==> config.mk <==
export PLATFORM = sky130hd
export DESIGN_NAME = axi4_wr_burst_sched_flat
export DESIGN_NICKNAME = d
export VERILOG_FILES = /design/src/rtl/axi4_wr_burst_sched_if.sv /design/src/rtl/axi4_wr_burst_sched.sv /design/src/flat_wrapper.sv
export SDC_FILE = /design/constraint.sdc
export NUM_CORES = 1
export LEC_CHECK = 0
export CORE_AREA = 5 5 141 143
export DETAILED_ROUTE_END_ITERATION = 8
export DIE_AREA = 0 0 146 148
export GPL_TIMING_DRIVEN = 0
export PLACE_DENSITY = 0.75
export SYNTH_ARGS = -nofsm -noshare
export SYNTH_HDL_FRONTEND = slang
export SYNTH_SLANG_ARGS = --single-unit
export TNS_END_PERCENT = 100
==> constraint.sdc <==
create_clock -name M_AXI_ACLK -period 2.13 [get_ports M_AXI_ACLK]
set_input_delay 0.426 -clock M_AXI_ACLK [delete_from_list [all_inputs] [get_ports M_AXI_ACLK]]
set_output_delay 0.426 -clock M_AXI_ACLK [all_outputs]
set_load 0.05 [all_outputs]
==> src/rtl/axi4_wr_burst_sched_if.sv <==
// AXI4 write-channel bundle (AW, W, B) between the burst scheduler and the memory port.
interface axi4_wr_burst_sched_if #(
  parameter int unsigned AXI4_DATA_WIDTH = 128,
  parameter int unsigned AXI_ADDR_WIDTH  = 32
);
  logic [AXI_ADDR_WIDTH-1:0]    AWADDR;
  logic [7:0]                   AWLEN;
  logic [2:0]                   AWSIZE;
  logic [1:0]                   AWBURST;
  logic                         AWVALID;
  logic                         AWREADY;
  logic [AXI4_DATA_WIDTH-1:0]   WDATA;
  logic [AXI4_DATA_WIDTH/8-1:0] WSTRB;
  logic                         WLAST;
  logic                         WVALID;
  logic                         WREADY;
  logic [1:0]                   BRESP;
  logic                         BVALID;
  logic                         BREADY;

  modport master (
    output AWADDR, AWLEN, AWSIZE, AWBURST, AWVALID, WDATA, WSTRB, WLAST, WVALID, BREADY,
    input  AWREADY, WREADY, BRESP, BVALID
  );

  modport slave (
    input  AWADDR, AWLEN, AWSIZE, AWBURST, AWVALID, WDATA, WSTRB, WLAST, WVALID, BREADY,
    output AWREADY, WREADY, BRESP, BVALID
  );
endinterface

==> src/rtl/axi4_wr_burst_sched.sv <==
// Write-burst scheduler: drains a FWFT FIFO into fixed-length AXI4 INCR bursts over a frame buffer.
// Define WR_PINGPONG_EN to alternate frames between base_addr and base_addr+FRAME_BYTES.
module axi4_wr_burst_sched #(
  parameter int unsigned FAW             = 8,
  parameter int unsigned AXI4_DATA_WIDTH = 128,
  parameter int unsigned AXI_ADDR_WIDTH  = 32,
  parameter int unsigned BURST_LEN       = 16,
  parameter int unsigned FRAME_BYTES     = 8294400
) (
  input  logic                       M_AXI_ACLK,
  input  logic                       M_AXI_ARESETN,
  input  logic                       enable,
  input  logic [AXI_ADDR_WIDTH-1:0]  base_addr,
  input  logic [FAW:0]               fifo_cnt,
  input  logic [AXI4_DATA_WIDTH-1:0] fifo_dat,
  output logic                       fifo_rd,
  axi4_wr_burst_sched_if.master      m_axi,
  output logic                       frame_done,
  output logic                       done_buf,
  output logic                       wr_err
);

  localparam int unsigned BurstBytes = BURST_LEN * AXI4_DATA_WIDTH / 8;
  localparam int unsigned OffW       = $clog2(FRAME_BYTES) + 1;
  localparam int unsigned BeatW      = (BURST_LEN > 1) ? $clog2(BURST_LEN) : 1;
  localparam int unsigned SizeEnc    = $clog2(AXI4_DATA_WIDTH / 8);

  typedef enum logic [1:0] {StIdle, StAddr, StData, StResp} state_e;

  state_e                    r_state, w_state_d;
  logic [OffW-1:0]           r_offset, w_offset_d, w_off_sum;
  logic [BeatW-1:0]          r_beat_cnt, w_beat_cnt_d;
  logic [AXI_ADDR_WIDTH-1:0] r_awaddr, w_awaddr_d, w_buf_off;
  logic                      r_frame_done, w_frame_done_d;
  logic                      r_wr_err, w_wr_err_d;
  logic                      w_start, w_last, w_frame_wrap, w_wvalid;

  assign w_start      = enable && (32'(fifo_cnt) >= BURST_LEN);
  assign w_wvalid     = (r_state == StData);
  assign w_last       = w_wvalid && (r_beat_cnt == BeatW'(BURST_LEN - 1));
  assign w_off_sum    = r_offset + OffW'(BurstBytes);
  assign w_frame_wrap = (w_off_sum == OffW'(FRAME_BYTES));

`ifdef WR_PINGPONG_EN
  logic r_buf_sel, r_done_buf;

  // Buffer index flips on the response that closes a frame.
  always_ff @(posedge M_AXI_ACLK or negedge M_AXI_ARESETN) begin
    if (!M_AXI_ARESETN) begin
      r_buf_sel  <= 1'b0;
      r_done_buf <= 1'b0;
    end else if ((r_state == StResp) && m_axi.BVALID && w_frame_wrap) begin
      r_done_buf <= r_buf_sel;
      r_buf_sel  <= ~r_buf_sel;
    end
  end

  assign w_buf_off = r_buf_sel ? AXI_ADDR_WIDTH'(FRAME_BYTES) : '0;
  assign done_buf  = r_done_buf;
`else
  assign w_buf_off = '0;
  assign done_buf  = 1'b0;
`endif

  always_ff @(posedge M_AXI_ACLK or negedge M_AXI_ARESETN) begin
    if (!M_AXI_ARESETN) begin
      r_state <= StIdle;
    end else begin
      r_state <= w_state_d;
    end
  end

  always_comb begin
    w_state_d      = r_state;
    w_offset_d     = r_offset;
    w_beat_cnt_d   = r_beat_cnt;
    w_awaddr_d     = r_awaddr;
    w_frame_done_d = 1'b0;
    w_wr_err_d     = r_wr_err;
    unique case (r_state)
      StIdle: begin
        if (w_start) begin
          w_awaddr_d = base_addr + w_buf_off + AXI_ADDR_WIDTH'(r_offset);
          w_state_d  = StAddr;
        end
      end
      StAddr: begin
        if (m_axi.AWREADY) w_state_d = StData;
      end
      StData: begin
        if (m_axi.WREADY) begin
          if (w_last) begin
            w_beat_cnt_d = '0;
            w_state_d    = StResp;
          end else begin
            w_beat_cnt_d = r_beat_cnt + BeatW'(1);
          end
        end
      end
      StResp: begin
        if (m_axi.BVALID) begin
          w_wr_err_d = r_wr_err | (m_axi.BRESP != 2'b00);
          // Error responses still advance the offset; nothing is retried.
          if (w_frame_wrap) begin
            w_offset_d     = '0;
            w_frame_done_d = 1'b1;
          end else begin
            w_offset_d = w_off_sum;
          end
          w_state_d = StIdle;
        end
      end
      default: w_state_d = StIdle;
    endcase
  end

  always_ff @(posedge M_AXI_ACLK or negedge M_AXI_ARESETN) begin
    if (!M_AXI_ARESETN) begin
      r_offset     <= '0;
      r_beat_cnt   <= '0;
      r_awaddr     <= '0;
      r_frame_done <= 1'b0;
      r_wr_err     <= 1'b0;
    end else begin
      r_offset     <= w_offset_d;
      r_beat_cnt   <= w_beat_cnt_d;
      r_awaddr     <= w_awaddr_d;
      r_frame_done <= w_frame_done_d;
      r_wr_err     <= w_wr_err_d;
    end
  end

  assign m_axi.AWADDR  = r_awaddr;
  assign m_axi.AWLEN   = 8'(BURST_LEN - 1);
  assign m_axi.AWSIZE  = 3'(SizeEnc);
  assign m_axi.AWBURST = 2'b01;
  assign m_axi.AWVALID = (r_state == StAddr);
  assign m_axi.WDATA   = fifo_dat;
  assign m_axi.WSTRB   = '1;
  assign m_axi.WLAST   = w_last;
  assign m_axi.WVALID  = w_wvalid;
  assign m_axi.BREADY  = (r_state == StResp);

  assign fifo_rd    = w_wvalid & m_axi.WREADY;
  assign frame_done = r_frame_done;
  assign wr_err     = r_wr_err;

endmodule
==> src/flat_wrapper.sv <==
// flat-port wrapper written by rule: the top's interface ports become plain ports
module axi4_wr_burst_sched_flat 
#(
  parameter int unsigned FAW             = 8,
  parameter int unsigned AXI4_DATA_WIDTH = 128,
  parameter int unsigned AXI_ADDR_WIDTH  = 32,
  parameter int unsigned BURST_LEN       = 16,
  parameter int unsigned FRAME_BYTES     = 8294400
)
  (M_AXI_ACLK, M_AXI_ARESETN, enable, base_addr, fifo_cnt, fifo_dat, fifo_rd, frame_done, done_buf, wr_err, m_axi_AWADDR, m_axi_AWLEN, m_axi_AWSIZE, m_axi_AWBURST, m_axi_AWVALID, m_axi_WDATA, m_axi_WSTRB, m_axi_WLAST, m_axi_WVALID, m_axi_BREADY, m_axi_AWREADY, m_axi_WREADY, m_axi_BRESP, m_axi_BVALID);
  axi4_wr_burst_sched_if #(.AXI4_DATA_WIDTH(AXI4_DATA_WIDTH), .AXI_ADDR_WIDTH(AXI_ADDR_WIDTH)) m_axi_i ();
  input  logic M_AXI_ACLK;
  input  logic M_AXI_ARESETN;
  input  logic enable;
  input  logic [AXI_ADDR_WIDTH-1:0] base_addr;
  input  logic [FAW:0] fifo_cnt;
  input  logic [AXI4_DATA_WIDTH-1:0] fifo_dat;
  output logic fifo_rd;
  output logic frame_done;
  output logic done_buf;
  output logic wr_err;
  output wire logic [$bits(m_axi_i.AWADDR)-1:0] m_axi_AWADDR;
  output wire logic [$bits(m_axi_i.AWLEN)-1:0] m_axi_AWLEN;
  output wire logic [$bits(m_axi_i.AWSIZE)-1:0] m_axi_AWSIZE;
  output wire logic [$bits(m_axi_i.AWBURST)-1:0] m_axi_AWBURST;
  output wire logic [$bits(m_axi_i.AWVALID)-1:0] m_axi_AWVALID;
  output wire logic [$bits(m_axi_i.WDATA)-1:0] m_axi_WDATA;
  output wire logic [$bits(m_axi_i.WSTRB)-1:0] m_axi_WSTRB;
  output wire logic [$bits(m_axi_i.WLAST)-1:0] m_axi_WLAST;
  output wire logic [$bits(m_axi_i.WVALID)-1:0] m_axi_WVALID;
  output wire logic [$bits(m_axi_i.BREADY)-1:0] m_axi_BREADY;
  input wire logic [$bits(m_axi_i.AWREADY)-1:0] m_axi_AWREADY;
  input wire logic [$bits(m_axi_i.WREADY)-1:0] m_axi_WREADY;
  input wire logic [$bits(m_axi_i.BRESP)-1:0] m_axi_BRESP;
  input wire logic [$bits(m_axi_i.BVALID)-1:0] m_axi_BVALID;
  assign m_axi_AWADDR = m_axi_i.AWADDR;
  assign m_axi_AWLEN = m_axi_i.AWLEN;
  assign m_axi_AWSIZE = m_axi_i.AWSIZE;
  assign m_axi_AWBURST = m_axi_i.AWBURST;
  assign m_axi_AWVALID = m_axi_i.AWVALID;
  assign m_axi_WDATA = m_axi_i.WDATA;
  assign m_axi_WSTRB = m_axi_i.WSTRB;
  assign m_axi_WLAST = m_axi_i.WLAST;
  assign m_axi_WVALID = m_axi_i.WVALID;
  assign m_axi_BREADY = m_axi_i.BREADY;
  assign m_axi_i.AWREADY = m_axi_AWREADY;
  assign m_axi_i.WREADY = m_axi_WREADY;
  assign m_axi_i.BRESP = m_axi_BRESP;
  assign m_axi_i.BVALID = m_axi_BVALID;
  axi4_wr_burst_sched #(.FAW(FAW), .AXI4_DATA_WIDTH(AXI4_DATA_WIDTH), .AXI_ADDR_WIDTH(AXI_ADDR_WIDTH), .BURST_LEN(BURST_LEN), .FRAME_BYTES(FRAME_BYTES)) u_core (.M_AXI_ACLK(M_AXI_ACLK), .M_AXI_ARESETN(M_AXI_ARESETN), .enable(enable), .base_addr(base_addr), .fifo_cnt(fifo_cnt), .fifo_dat(fifo_dat), .fifo_rd(fifo_rd), .m_axi(m_axi_i), .frame_done(frame_done), .done_buf(done_buf), .wr_err(wr_err));
endmodule
# --- Yosys cells after proc, flatten, opt, wreduce, memory -nomap -nowiden ---
# Index checks and enable logic that the tools add are counted.
op_classes:
  addsub: 3
  order_cmp: 1
  eq_ne: 10
  mux: 11
  bitwise_logic: 2
  n_reduce_logical: 8
op_table:
  columns: ["cell", "count"]
  rows:
  - ["32-bit by 24-bit adder with 32-bit output", 1]
  - ["24-bit by 9-bit adder with 24-bit output, second input constant", 1]
  - ["24-bit by 23-bit == test with 1-bit output, second input constant", 1]
  - ["24-bit 2-to-1 mux", 1]
  - ["2-bit 2-to-1 mux", 5]
  - ["9-bit by 5-bit greater-or-equal comparator with 1-bit output, second input constant", 1]
  - ["2-bit one-hot mux with 4 select lines", 1]
  - ["2-bit by 1-bit != test with 1-bit output, second input constant", 3]
  - ["2-bit AND reduction", 3]
  - ["5-bit AND reduction", 1]
  - ["4-bit by 1-bit adder with 4-bit output, second input constant", 1]
  - ["2-bit == test, second input constant", 2]
  - ["4-bit == test, second input constant", 1]
  - ["4-bit 2-to-1 mux", 1]
  - ["2-bit != test, second input constant", 2]
  - ["1-bit 2-to-1 mux", 3]
  - ["2-bit by 1-bit == test with 1-bit output, second input constant", 1]
  - ["1-bit logical AND", 2]
  - ["2-bit zero test", 1]
  - ["2-bit nonzero test", 1]
  - ["1-bit bitwise AND", 1]
  - ["1-bit bitwise OR", 1]
totals:
  register_bits: 64
  wordCells: 41

# --- Logic depth before layout (Yosys ltp) ---
# Gate-level depths: netlist (run 1).
logic_depth:
  word_depth: 5
  ltp_mapped: 9
  depth_no_buf: 7

# --- Least setup slack after synthesis (run 1) ---
# OpenSTA, ideal clock, no wires.
synth_path:
  path_type: "input port to flip-flop"
  start: "input base_addr[12]"
  end: "register u_core.r_awaddr[28], in the netlist u_core.m_axi.AWADDR[28]"
  arrival_time_ns: 2.208
  t_required_ns: 2.010
  setup_slack_ns: -0.198
  path_stages: 8
  cell_sequence: "ha_1 and2_1 a221oi_2 nand3_1 a31oi_2 buf_2 o21bai_1 a31o_2"
synth_between:
  elab_chain_len: 1
synth_lines:
  columns: ["element", "line", "source"]
  rows:
  - ["from (decl)", "flat_wrapper.sv:15", "input logic [AXI_ADDR_WIDTH-1:0] base_addr;"]
  - ["32-bit by 24-bit adder with 32-bit output", "axi4_wr_burst_sched.sv:83", "w_awaddr_d = base_addr + w_buf_off + AXI_ADDR_WIDTH'(r_offset);"]
  - ["to (signal assigned)", "axi4_wr_burst_sched.sv:127", "r_awaddr <= w_awaddr_d;"]
  - ["to (decl)", "axi4_wr_burst_sched.sv:33", "logic [AXI_ADDR_WIDTH-1:0] r_awaddr, w_awaddr_d, w_buf_off;"]
# Every way passes these cells.
# A chain may end at the register's enable or synchronous reset.

# --- Final worst setup path (run 1) ---
layout_path:
  start: "register u_core.r_offset[12]"
  end: "register u_core.r_awaddr[29], in the netlist u_core.m_axi.AWADDR[29]"
layout_between:
  elab_chain_len: 1
layout_lines:
  columns: ["element", "line", "source"]
  rows:
  - ["from (decl)", "axi4_wr_burst_sched.sv:31", "logic [OffW-1:0] r_offset, w_offset_d, w_off_sum;"]
  - ["from (signal assigned)", "axi4_wr_burst_sched.sv:125", "r_offset <= w_offset_d;"]
  - ["32-bit by 24-bit adder with 32-bit output", "axi4_wr_burst_sched.sv:83", null]
# Every way passes these cells.

==> results.md, run 1 <==
- 8.49 um^2 — Post-Synthesis Mean Instance Area
- -0.791 ns — pre-CTS worst setup slack
- 2.22 ns — time the worst path needs with I/O delays and setup
- u_core.m_axi.AWADDR[29]$_DFFE_PN0P_ — Reg2Reg Capture Point
- 0.350 — ratio of cells with drive above 1 in the final layout
- 0.816 — routability-driven placement congestion ratio
- dfrtp_1 — top flip-flop cell by instance count after synthesis
- 0.615 — relative slew slack
- 0 — number of warnings reported in the yosys synthesis log
- 211 — number of I/O port buffers
- 0 — number of flops mapped to enable cells by yosys
- 23.7 mm — global-route wire length before repair
- 450 MHz — Max Fclk
- 0.578 ns — Worst-Margin Slew
- 7270 um^2 — cell area after placement
- 550 — Syn Inst Count
- 4 — first drt pass iteration count
- 1,747 — filler cell count
- 14.8 um — drt wl/cell
- 0 — fin. max-slew vios
- 148 um — die extent in y
- complete, but fails checks — run status
- 0 — Final Hold Violating Endpoints
- 0.07 ns — CTS clk-pin slew, worst paths
- 1.00 — post-synthesis async set-or-reset flop share
- 15 — number of endpoints failing setup at the final stage
- 1410 um^2 — total area of sequential cells
- flop to flop — worst setup path category
- 7210 uW — overall power of the completed layout
- 61 — distinct cell type count after synthesis
- dfrtp_1, buf_4, ha_1 — top post-synthesis cells by area
- 2.32 ns — CP Data Required Time
- 18,500 um^2 — area inside the core boundary
- 4.30 — number of vias per cell
- 8 — Register-to-Register Path Depth
- 37 — largest net degree at the start of global routing
- 2.41 ns — arrival time of the worst setup path
- yes — setup repair after global routing missed its margin
- 2 — H-tree levels
- 0.300 — area share of the largest cell type after synthesis
- 0.365 mV — Worst VDD drop
- 0 — Remaining DRCs
- negative setup slack — violated checks
- 50 — standard-cell rows
- flop — element type at the critical path start
- 0.00371 uW — leakage power figure
- 74.3% — area growth from synthesis to final layout
- 12.4 mm — detailed placement HPWL
- 4670 um^2 — area of the mapped netlist
- 0.300 — proportion of synthesized chip area in sequential cells
- 2 — number of antenna violations at the first check in global routing
- 886 nW/um^2 — Power per Cell Area
- 175 — number of violations reported at the end of detailed-routing iteration 0
- 1.04 — ratio of final minimum period to clock period
- 21,600 um^2 — Total Die Area
- 0.131 — global router's overall resource usage
- 0.00297 ns — largest clock skew in the final design
- 4,587 — detailed-route via count
- input port to asynchronous set/reset pin — Hold/Removal Path Class
- 5 — CTS buffer count
- flop — critical path capture point type
- 146 um — overall die width
- 15.8 mm — Total Routed Length
- 374 — # IOs
- 56 — register bit total from synthesis
- 8140 um^2 — Non-Filler Cell Area, Final
- 0.30 ns — clock latency on the worst-skew pair
- dfrtp_1 — biggest area consumer among synthesized cells
- 0.253 — Initial Util
- 0 — overflow left after global routing
- clkbuf_16 — Root Driver
- 0 — Antenna Nets Post-Route
- done — TritonCTS clock tree
- u_core.m_axi.AWADDR[29]$_DFFE_PN0P_ — worst setup path end
- 2 — worst-case clock buffer depth
- 0 — reported max-cap violation count
- -0.09 ns — setup slack of the worst register-to-register path
- u_core.r_offset[12]$_DFFE_PN0P_ — Critical Path Source
- 2460 um^2 — footprint of the multi-input gates
- 4,610 — via count of the first global-routing pass
- 56 — sinks on the clock net
- u_core.r_offset[12]$_DFFE_PN0P_ — Worst R2R Start
- 5 — Max FO, Critical Path
- -0.0906 ns — min setup slack post-route
- 1,030 — number of nets in the layout
per-layer routing:
layer | track usage | vias up | wire length [um]
met3 | 0.0316 | 13 | 1230
li1 | - | 2254 | -
met4 | 0.0292 | 0 | 197
met1 | 0.142 | 2107 | 5750
met5 | 0 | - | 0
met2 | 0.255 | 213 | 8590
registers in the layout, indices dropped and copies added (netlist names):
signal	flops
u_core.frame_done	1
u_core.r_beat_cnt	4
u_core.r_offset	16
u_core.r_state	2
u_core.wr_err	1
u_core.m_axi.AWADDR	32
cell usage in the layout, fill, tap and decap left out, drive strengths merged, types with 3 or more instances in the layout:
cell,n
or2,4
ha,23
dlygate4sd2,9
nand3,13
inv,15
nor2,15
and2,6
a21oi,12
o31ai,5
nand2,74
clkbuf,15
xor2,11
nand4,10
and3,6
dlymetal6s2s,5
or4,4
o21bai,3
buf,203
a211oi,3
or3,8
dfrtp,56
a221oi,3
clkdlybuf4s50,194
a31oi,9
nor3,7
a21o,13
xnor2,10
o21ai,32
nor4,5
conb,30
cell families after synthesis:
group	share of synthesized area
buffers and inverters	0.283
AND/OR/NAND/NOR	0.173
AO/OA/AOI/OAI	0.137
flip-flops	0.300
adder cells (fa/ha/maj)	0.0616
XOR/XNOR	0.0394
other	0.00161
multiplexers	0.00455
worst min path at each step:
stage | start | to | slack (ns) | cells after the start
final | M_AXI_ARESETN | u_core.m_axi.AWADDR[5]$_DFFE_PN0P_ | 0.09 | 1
after detailed placement | M_AXI_ARESETN | u_core.m_axi.AWADDR[5]$_DFFE_PN0P_ | 0.43 | 1
after floorplan | M_AXI_ARESETN | u_core.frame_done$_DFF_PN0_ | 0.13 | 0
after CTS | M_AXI_ARESETN | u_core.m_axi.AWADDR[5]$_DFFE_PN0P_ | 0.10 | 1
after global routing | M_AXI_ARESETN | u_core.m_axi.AWADDR[5]$_DFFE_PN0P_ | 0.13 | 1
after global placement | u_core.m_axi.AWADDR[1]$_DFFE_PN0P_ | u_core.m_axi.AWADDR[1]$_DFFE_PN0P_ | 0.46 | 2
cells in the mapped netlist (4+ instances only):
cell type,count
buf_2,4
inv_1,15
nor3_1,7
and3_1,6
xor2_1,11
nand4_1,10
dfrtp_1,56
or3_1,6
o31ai_1,5
nand2_1,74
or4_1,4
o21ai_0,31
nand3_1,12
nor2_1,14
or2_2,4
nor4_1,4
xnor2_1,10
and2_1,6
ha_1,23
clkbuf_1,8
a21oi_1,12
a31oi_1,8
buf_4,159
a21o_1,13
cell type report:
| class | count | area share |
|---|---|---|
| clock buffer | 7 | 0.0188 |
| sequential | 56 | 0.174 |
| clock inverter | 1 | 0.00369 |
| multi-input combinational | 333 | 0.302 |
| antenna | 1 | 0.000307 |
| buffer | 172 | 0.162 |
| timing repair buffer | 247 | 0.297 |
| inverter | 15 | 0.00692 |
| tap | 234 | 0.0360 |
stage by stage:
step	instances	setup TNS [ns]	util	hold slack (ns)
after floorplan	578	0	-	0.130
after global placement	1023	-94.58	0.393	0.461
after detailed placement	1024	-24.80	0.394	0.431
after CTS	1047	-0.199	0.423	0.103
after global routing	1066	-2.33	0.441	0.134
final	1066	-0.491	0.441	0.0904
what timing repair did:
item	CTS	global route
resized for setup	67	66
hold buffers	0	0
setup endpoints to repair	48	34
cloned	1	0
pin swaps	10	30
setup buffers	15	19
report_power, final:
part	switching (uW)	total, uW	internal (uW)
Sequential	253	1700	1450
Clock	398	1020	621
Combinational	2810	4490	1670
worst max-delay path, stage by stage (launching register included):
cell	delay [ns]
dfrtp_1	0.42
ha_4	0.27
buf_12	0.12
a221oi_4	0.40
nand3_4	0.15
a31oi_4	0.29
buf_6	0.16
o21bai_1	0.08
a31o_2	0.22
Power figures use the tool's default switching activity.
==> run 2: changes to the inputs <==
CTS_CLUSTER_SIZE = 10   (was default)
==> results of run 2 <==
No change in the layout: final DEF, timing and power equal those of run 1.
==> run 3: changes to the inputs <==
CORE_AREA = 2 2 146 148   (was 5 5 141 143)
DIE_AREA = 0 0 148 150   (was 0 0 146 148)
GPL_TIMING_DRIVEN = default   (was 0)
PLACE_DENSITY = 0.69   (was 0.75)
==> run 3 against run 2 <==
Effect of this change:
- the flow still finishes with violations (negative setup slack)
- first-iteration DRC count is 47% lower
- hold slack got worse by 0.010 ns
- sequential cell count is the same
- critical path type unchanged
- critical endpoint is now u_core.m_axi.AWADDR[26]$_DFFE_PN0P_
==> results.md, run 3 (synthesized netlist as in run 1, its figures left out) <==
- 1 — number of endpoints failing setup at the final stage, -14
- 0 — n_diodes, -1
- yes — setup repair after global routing missed its margin
- 0.408 mV — Worst VDD drop, +12%
- 1.01 — ratio of final minimum period to clock period, -0.0353
- 3,643 — via count of the first global-routing pass, -21%
- 56 — sinks on the clock net, unchanged
- 466 MHz — Max Fclk, +3.5%
- 14.0 um — drt wl/cell, -5.3%
- flop — critical path capture point type
- 843 — number of placed cells counting well taps, -18%
- 4.25 — number of vias per cell, -1.2%
- 0.107 — global router's overall resource usage, -0.0241
- 6360 uW — overall power of the completed layout, -12%
- 0 — number of antenna violations at the first check in global routing, -2
- 32 — flip-flop count of the largest register, all copies and words added, unchanged
- negative setup slack — violated checks
- 12.1 mm — Total Routed Length, -23%
- done — TritonCTS clock tree
- 374 — # IOs, unchanged
- 0 — Antenna Nets Post-Route, unchanged
- clkbuf_16 — Root Driver
- 0.08 ns — CTS clk-pin slew, worst paths, about the same
- 53 — standard-cell rows, +6.0%
- 2400 um^2 — footprint of the multi-input gates, -2.2%
- 2 — worst-case clock buffer depth, unchanged
- 0 — fin. max-slew vios, unchanged
- 0 — number of buffers added to fix hold violations after cts, unchanged
- 83 — number of I/O port buffers, -61%
- 0.289 — core utilization of the finished layout, -0.152
- 1060 nW/um^2 — Power per Cell Area, +20%
- 2.15 ns — time the worst path needs with I/O delays and setup, -0.0752 ns
- 22,200 um^2 — Total Die Area, +2.7%
- 2.37 ns — CP Data Required Time, +0.05 ns
- buf_6 -> ha_4 -> a21o_1 -> nand3_4 -> a2111o_1 -> a211oi_2 -> o22ai_1 -> o21ai_1 — critical path cell sequence
- flop to flop — worst setup path category
- 0.226 — Initial Util, -0.0273
- 0 — Remaining DRCs, unchanged
- 20,700 um^2 — area inside the core boundary, +12%
- flop — element type at the critical path start
- 4 — first drt pass iteration count, unchanged
- 32 — largest net degree at the start of global routing, -14%
- 3,678 — detailed-route via count, -20%
- 1410 um^2 — total area of sequential cells, -0.44%
- 0.31 ns — clock latency on the worst-skew pair, about the same
- 865 — non-filler cells, final, -19%
- 18.6 mm — global-route wire length before repair, -21%
- 0 — Final Hold Violating Endpoints, unchanged
- 0.842 — routability-driven placement congestion ratio, +3.2%
- complete, but fails checks — run status
- buf_4, nand2_1, clkdlybuf4s50_1 — commonest non-fill, non-tap cells in the layout
- 28.1% — area growth from synthesis to final layout
- 0.00905 ns — largest clock skew in the final design, +0.00609 ns
- 5 — CTS buffer count, unchanged
- 0.551 ns — Worst-Margin Slew, -0.0261 ns
- buf_4 — leading cell type in the layout, fill and taps excluded
- 2,162 — filler cell count, +24%
- input port to asynchronous set/reset pin — Hold/Removal Path Class
- 150 um — die extent in y, +1.4%
- 148 um — overall die width, +1.4%
- 0.00264 uW — leakage power figure, -29%
- 0 — reported max-cap violation count, unchanged
- 0.0802 ns — worst slack on hold paths, -0.0102 ns
- 0.48 ns — Crit path largest cell delay, +0.06 ns
- 9.35 mm — detailed placement HPWL, -24%
- 2.38 ns — arrival time of the worst setup path, -0.03 ns
- 0.288 — ratio of cells with drive above 1 in the final layout, -0.0620
- -0.0154 ns — min setup slack post-route, +0.0752 ns
- 0 — overflow left after global routing, unchanged
- 4 — Max FO, Critical Path, -1
- 0.631 — relative slew slack, +0.0163
- 789 — number of nets in the layout, -23%
- 2 — H-tree levels, unchanged
- a2111o_1 — cell with the largest stage delay on the worst path
- 93 — number of violations reported at the end of detailed-routing iteration 0, -47%
-- run 3: cell types whose count changed in the layout (fill, tap and decap cells not counted), sizes merged, moves of 2 or more --
| cell | previous run | this run |
|---|---|---|
| clkdlybuf4s50 | 194 | 66 |
| buf | 203 | 102 |
| clkbuf | 15 | 6 |
| dlygate4sd2 | 9 | 5 |
| dlymetal6s2s | 5 | 3 |
-- run 3: critical path, delay by kind of cell, from the launching register on --
| kind | cells | cell delay [ns] |
|---|---|---|
| simple gates | 1 | 0.14 |
| flops | 1 | 0.43 |
| compound gates | 5 | 1.11 |
| fa+ha+maj | 1 | 0.25 |
| buf+inv | 1 | 0.14 |
-- run 3: final timing paths --
path,start,endpoint,slack (ns),cells past startpoint
max,u_core.r_offset[9]$_DFFE_PN0P_,u_core.m_axi.AWADDR[26]$_DFFE_PN0P_,-0.02,8
min,M_AXI_ARESETN,u_core.m_axi.AWADDR[9]$_DFFE_PN0P_,0.08,1
max reg2reg,u_core.r_offset[9]$_DFFE_PN0P_,u_core.m_axi.AWADDR[26]$_DFFE_PN0P_,-0.02,8
min reg2reg,u_core.m_axi.AWADDR[3]$_DFFE_PN0P_,u_core.m_axi.AWADDR[3]$_DFFE_PN0P_,0.48,2
max in group asynchronous,M_AXI_ARESETN,u_core.m_axi.AWADDR[22]$_DFFE_PN0P_,1.52,2
min in group M_AXI_ACLK,u_core.m_axi.AWADDR[3]$_DFFE_PN0P_,u_core.m_axi.AWADDR[3]$_DFFE_PN0P_,0.48,2
-- run 3: metrics by stage --
stage / cell area, um^2 / TNS [ns] / setup slack, ns
2_1_floorplan: 4850 / 0 / 0.00712
3_3_place_gp: 5390 / -10.53 / -0.570
3_5_place_dp: 5390 / -11.79 / -0.599
4_1_cts: 5740 / -0.0307 / -0.0207
5_1_grt: 5980 / -0.966 / -0.0958
6_report: 5980 / -0.0154 / -0.0154
-- run 3: final cells by class --
type,count,share of cell area
Tap cell,275,0.0575
Multi-Input combinational cell,334,0.402
Inverter,15,0.00941
Clock buffer,6,0.0215
Sequential cell,56,0.235
Timing Repair Buffer,177,0.269
Clock inverter,2,0.00586
-- run 3: what timing repair did --
item                                    CTS  global route
setup buffers                             6             8
resized for setup                        32            53
gates cloned                              1             0
endpoints found under the setup margin   25            27
pin swaps                                14            36
-- run 3: power breakdown --
part	switching [uW]	internal (uW)
Clock	405	555
Sequential	277	1450
Combinational	2260	1420
-- run 3: metal layers --
metal  track usage  routed length [um]  vias up
met1         0.115                4740     1716
met5             0                   0        -
li1              -                   -     1774
met4        0.0557                 557        0
met3        0.0360                 804       61
met2         0.186                6000      127
